===== src/rtl/keypad_matrix_emulator.sv =====
// 4x4 active-low matrix keypad model: presses one key with contact
// bounce on request and answers the scanner's row drive on the columns.
module keypad_matrix_emulator #(
    parameter int BOUNCE_CYCLES = 8,
    parameter int BOUNCE_PERIOD = 2,
    parameter int HOLD_CYCLES   = 64,
    parameter int CNT_W         = 16
) (
    input  logic       clk,
    input  logic       rst,
    input  logic       key_req,
    input  logic [3:0] key_code,
    output logic       key_busy,
    output logic       key_done,
    input  logic [3:0] hl,
    output logic [3:0] vl
);

    localparam logic [2:0] S_IDLE = 3'd0;
    localparam logic [2:0] S_PB   = 3'd1;
    localparam logic [2:0] S_HOLD = 3'd2;
    localparam logic [2:0] S_RB   = 3'd3;
    localparam logic [2:0] S_DONE = 3'd4;

    localparam logic [CNT_W-1:0] LP_BNC_LAST =
        CNT_W'((BOUNCE_CYCLES > 0) ? BOUNCE_CYCLES - 1 : 0);
    localparam logic [CNT_W-1:0] LP_HOLD_LAST = CNT_W'(HOLD_CYCLES - 1);
    localparam logic [CNT_W-1:0] LP_PERIOD    = CNT_W'(BOUNCE_PERIOD);
    localparam logic             LP_NO_BNC    = (BOUNCE_CYCLES == 0);

    logic [2:0]       r_state;
    logic [CNT_W-1:0] r_cnt;
    logic [1:0]       r_row;
    logic [1:0]       r_col;
    logic [3:0]       r_vl;

    logic [2:0]       w_next;
    logic [CNT_W-1:0] w_quot;
    logic             w_contact;
    logic [3:0]       w_vl_next;

    // Phase sequencing: each phase lasts a fixed number of cycles.
    always_comb begin
        w_next = r_state;
        case (r_state)
            S_IDLE: if (key_req) w_next = LP_NO_BNC ? S_HOLD : S_PB;
            S_PB:   if (r_cnt == LP_BNC_LAST) w_next = S_HOLD;
            S_HOLD: if (r_cnt == LP_HOLD_LAST)
                        w_next = LP_NO_BNC ? S_DONE : S_RB;
            S_RB:   if (r_cnt == LP_BNC_LAST) w_next = S_DONE;
            S_DONE: w_next = S_IDLE;
            default: w_next = S_IDLE;
        endcase
    end

    // Contact closure: bounce toggles every BOUNCE_PERIOD cycles,
    // press bounce starts closed, release bounce starts open.
    always_comb begin
        w_quot    = r_cnt / LP_PERIOD;
        w_contact = 1'b0;
        case (r_state)
            S_PB:    w_contact = ~w_quot[0];
            S_HOLD:  w_contact = 1'b1;
            S_RB:    w_contact = w_quot[0];
            default: w_contact = 1'b0;
        endcase
        w_vl_next = 4'b1111;
        if (w_contact && !hl[r_row])
            w_vl_next = ~(4'b0001 << r_col);
    end

    // State, phase counter, latched key, and registered outputs.
    always_ff @(posedge clk) begin
        if (rst) begin
            r_state  <= S_IDLE;
            r_cnt    <= '0;
            r_row    <= '0;
            r_col    <= '0;
            r_vl     <= 4'b1111;
            key_busy <= 1'b0;
            key_done <= 1'b0;
        end else begin
            r_state <= w_next;
            if (w_next != r_state || w_next == S_IDLE)
                r_cnt <= '0;
            else
                r_cnt <= r_cnt + 1'b1;
            if (r_state == S_IDLE && key_req) begin
                r_row <= key_code[3:2];
                r_col <= key_code[1:0];
            end
            r_vl     <= w_vl_next;
            key_busy <= (w_next != S_IDLE);
            key_done <= (w_next == S_DONE);
        end
    end

    assign vl = r_vl;

endmodule


===== config.mk =====
export PLATFORM = sky130hd
export DESIGN_NAME = keypad_matrix_emulator
export DESIGN_NICKNAME = d
export VERILOG_FILES = /design/src/rtl/keypad_matrix_emulator.sv
export SDC_FILE = /design/constraint.sdc
export NUM_CORES = 1
export LEC_CHECK = 0
export CAP_MARGIN = 15
export CORE_ASPECT_RATIO = 0.9
export CORE_MARGIN = 8
export CORE_UTILIZATION = 43
export DETAILED_ROUTE_END_ITERATION = 8
export SLEW_MARGIN = 20
export SYNTH_ARGS = -nofsm -noshare
export SYNTH_HDL_FRONTEND = slang
export SYNTH_SLANG_ARGS = --single-unit

===== constraint.sdc =====
create_clock -name clk -period 3.15 [get_ports clk]
set_clock_uncertainty 0.05 [all_clocks]
set_input_delay 0.63 -clock clk [delete_from_list [all_inputs] [get_ports clk]]
set_output_delay 0.63 -clock clk [all_outputs]
set_load 0.01 [all_outputs]

==> results.ini <==
[yosys]
yosys_warnings=0
synth_cells=131
avgSynthCellArea_um2=9.68
syn-cell-area_mm2=0.00127
synth-seq-area-share_pct=45.8
synth_edf_count=0
ys_types=37
ys_ff_latch=29
synth_nets=144
synthFlopType=dfxtp_1
synthArstFlopShare_pct=0

[timing]
setup_tns_ps=0
worst_pin_slew_ps=668
setup_slack_ps=1240
max_freq_mhz=524
period_minus_slack_ps=1910
rsz0062_at_grt=no
maxSlewViolCount=0
hold_violations=0
min_period_over_period_pct=60.6
relSlewSlack_pct=55.4
setup_viol=0

[placement]
place_ws_ps=879
placed_area_mm2=0.00146
port_buffers=16
gp_routability_congestion=0.781
dp_cells=184
dp_hpwl_mm=1.84

[cells_and_area]
n_antenna_cell=0
drive_gt1_share_pct=9.93
layout.cell_area.non_filler_mm2=0.00151
n_fill_cell=262
instances_no_fill=191
final_cell_mix=dfxtp_1 (29), nor2_1 (20), clkdlybuf4s50_1 (16)
synthToLayoutAreaGrowth_pct=19.3
final_common_cell=dfxtp_1
nets=164

[clocking]
post_cts_buffers=0
cts.path.max_buffers=2
cts_sinks=29
hold_buffers=0
cts_tree=done
numCtsBuffers=5
cts_resized=0
h-tree-depth=2
clk_latency_ps=330
clk_pin_slew_ps=90
root_buffer=clkbuf_4

[worst_setup_path]
r2r_setup_slack_ps=1290
cp.required_ps=3300
crit_type=input pin to flop
cp-endpoint=r_cnt[7]$_SDFF_PP0_
crit_arrival_ps=2050
ff2ff_path_depth=5
cp-startpoint=rst
cp_max_fo=16
rr_endpoint=r_cnt[7]$_SDFF_PP0_
endpoint_kind=flop
reg2reg_from=r_cnt[1]$_SDFF_PP0_
worst_setup_path_start_kind=input pin

[routing]
drc=0
wl_mm=2.47
avgRoutedWirePerCell_um=12.9
drtIter0Drc=68
dr.pass1.iters=4
avgViaCountPerCell=5.22
route.vias.total=997
ant_nets=0

[die]
coreArea_mm2=0.00277
die_y_um=67.5
initial_core_util_pct=45.8
die_w_um=73.3
rows=18
die_area_mm2=0.00495
boundaryPins=17

[grt]
use_met3_pct=4.29
grt_pass1_wl_mm=4.04
overflow=0
grt_use_met1_pct=14.6
grtUsageMet2_pct=13.8
busiest_layer=met1
grt_use_total_pct=10.9
grt_pass1_vias=883
antenna_found_initial=0
grt_max_degree=17

[power]
fin_total_pwr_w=0.000657
irDropWorstVdd_mv=0.322
comb_power_share_pct=8.0
power_leakage_nw=0.505
power.share.clock_pct=33.9
powerDensity_mw_per_mm2=434
switching_power_w=0.000147
p_int_w=0.000509
p_sw_share_pct=22.4
power_frac_seq_pct=58.1

[status]
status=complete, no violations

[job]
timing.max_cap.violations=0

[worst_hold_path]
hold_path_class=flop to flop

-- how the worst min path moves through the flow --
| stage | from | to | cells past startpoint |
|---|---|---|---|
| after floorplan | r_col[0]$_SDFFE_PP0P_ | vl[1]$_SDFF_PP1_ | 1 |
| after global placement | r_col[0]$_SDFFE_PP0P_ | vl[1]$_SDFF_PP1_ | 1 |
| after detailed placement | r_col[1]$_SDFFE_PP0P_ | vl[3]$_SDFF_PP1_ | 1 |
| after CTS | r_col[1]$_SDFFE_PP0P_ | vl[3]$_SDFF_PP1_ | 1 |
| after global routing | r_col[1]$_SDFFE_PP0P_ | vl[3]$_SDFF_PP1_ | 1 |
| final | r_col[1]$_SDFFE_PP0P_ | vl[3]$_SDFF_PP1_ | 1 |
-- metal layers --
metal	routed length, µm	up-vias
met4	58	0
li1	-	507
met5	0	-
met1	1260	462
met3	173	6
met2	971	22
-- power by group through the flow --
stage / Combinational, W / Sequential [W] / Clock, W
4_1_cts: 0.0000528 / 0.000382 / 0.000234
5_1_grt: 0.0000576 / 0.000383 / 0.000245
2_1_floorplan: 0.0000308 / 0.000390 / 0
3_5_place_dp: 0.0000525 / 0.000390 / 0
3_3_place_gp: 0.0000522 / 0.000390 / 0
6_report: 0.0000523 / 0.000382 / 0.000223
-- cells in the mapped netlist, drive strengths merged (2+ instances only) --
master   n  area, µm²
o21ai    4       20.0
ha       2       25.0
mux2i    4       40.0
nand2    8       32.5
nand3    7       35.0
nor3     3       15.0
xnor2    4       35.0
a21oi    5       25.0
nor4b    2       30.0
buf      2       16.3
nor2    20       75.1
and4     3       28.8
or3      4       25.0
nor2b    2       12.5
xor2     7       61.3
and3     2       12.5
dfxtp   29        581
nand4    6       43.8
nand2b   2       12.5
nor4     3       31.3
-- critical path: stages --
cell and delay (ps):
clkdlybuf4s50_1 590, or2_1 210, nor2_1 100, a22oi_4 420, nor2_1 100
-- flip-flops by register name, summed over array words and instances (netlist names) --
signal,cells
r_col,2
vl,4
key_done,1
key_busy,1
r_cnt,16
r_state,3
r_row,2
-- kinds of logic (layout without fill, tap and decap cells) --
kind of cell | after synthesis | in the layout | synth area share, %
flops | 29 | 29 | 45.8
xor+xnor | 11 | 11 | 7.59
fa+ha+maj | 2 | 2 | 1.97
compound gates | 12 | 12 | 6.41
mux | 5 | 5 | 4.93
buf+inv | 4 | 24 | 1.87
simple gates | 68 | 68 | 31.5
-- cell type report --
class	count	area, µm²	share of cell area [%]
multi-input cells	98	664	43.9
flip-flops and latches	29	581	38.3
repair buffers	16	160	10.6
well taps	40	50.0	3.31
inverters	1	3.75	0.248
clock buffers	7	55.1	3.64
-- per-stage QoR --
step	utilization, %	hold slack [ps]
after floorplan	-	336
after global placement	52.7	366
after detailed placement	52.7	366
after CTS	54.7	380
after global routing	54.7	401
final	54.7	372
No activity file was read; power rests on OpenSTA's default activity.
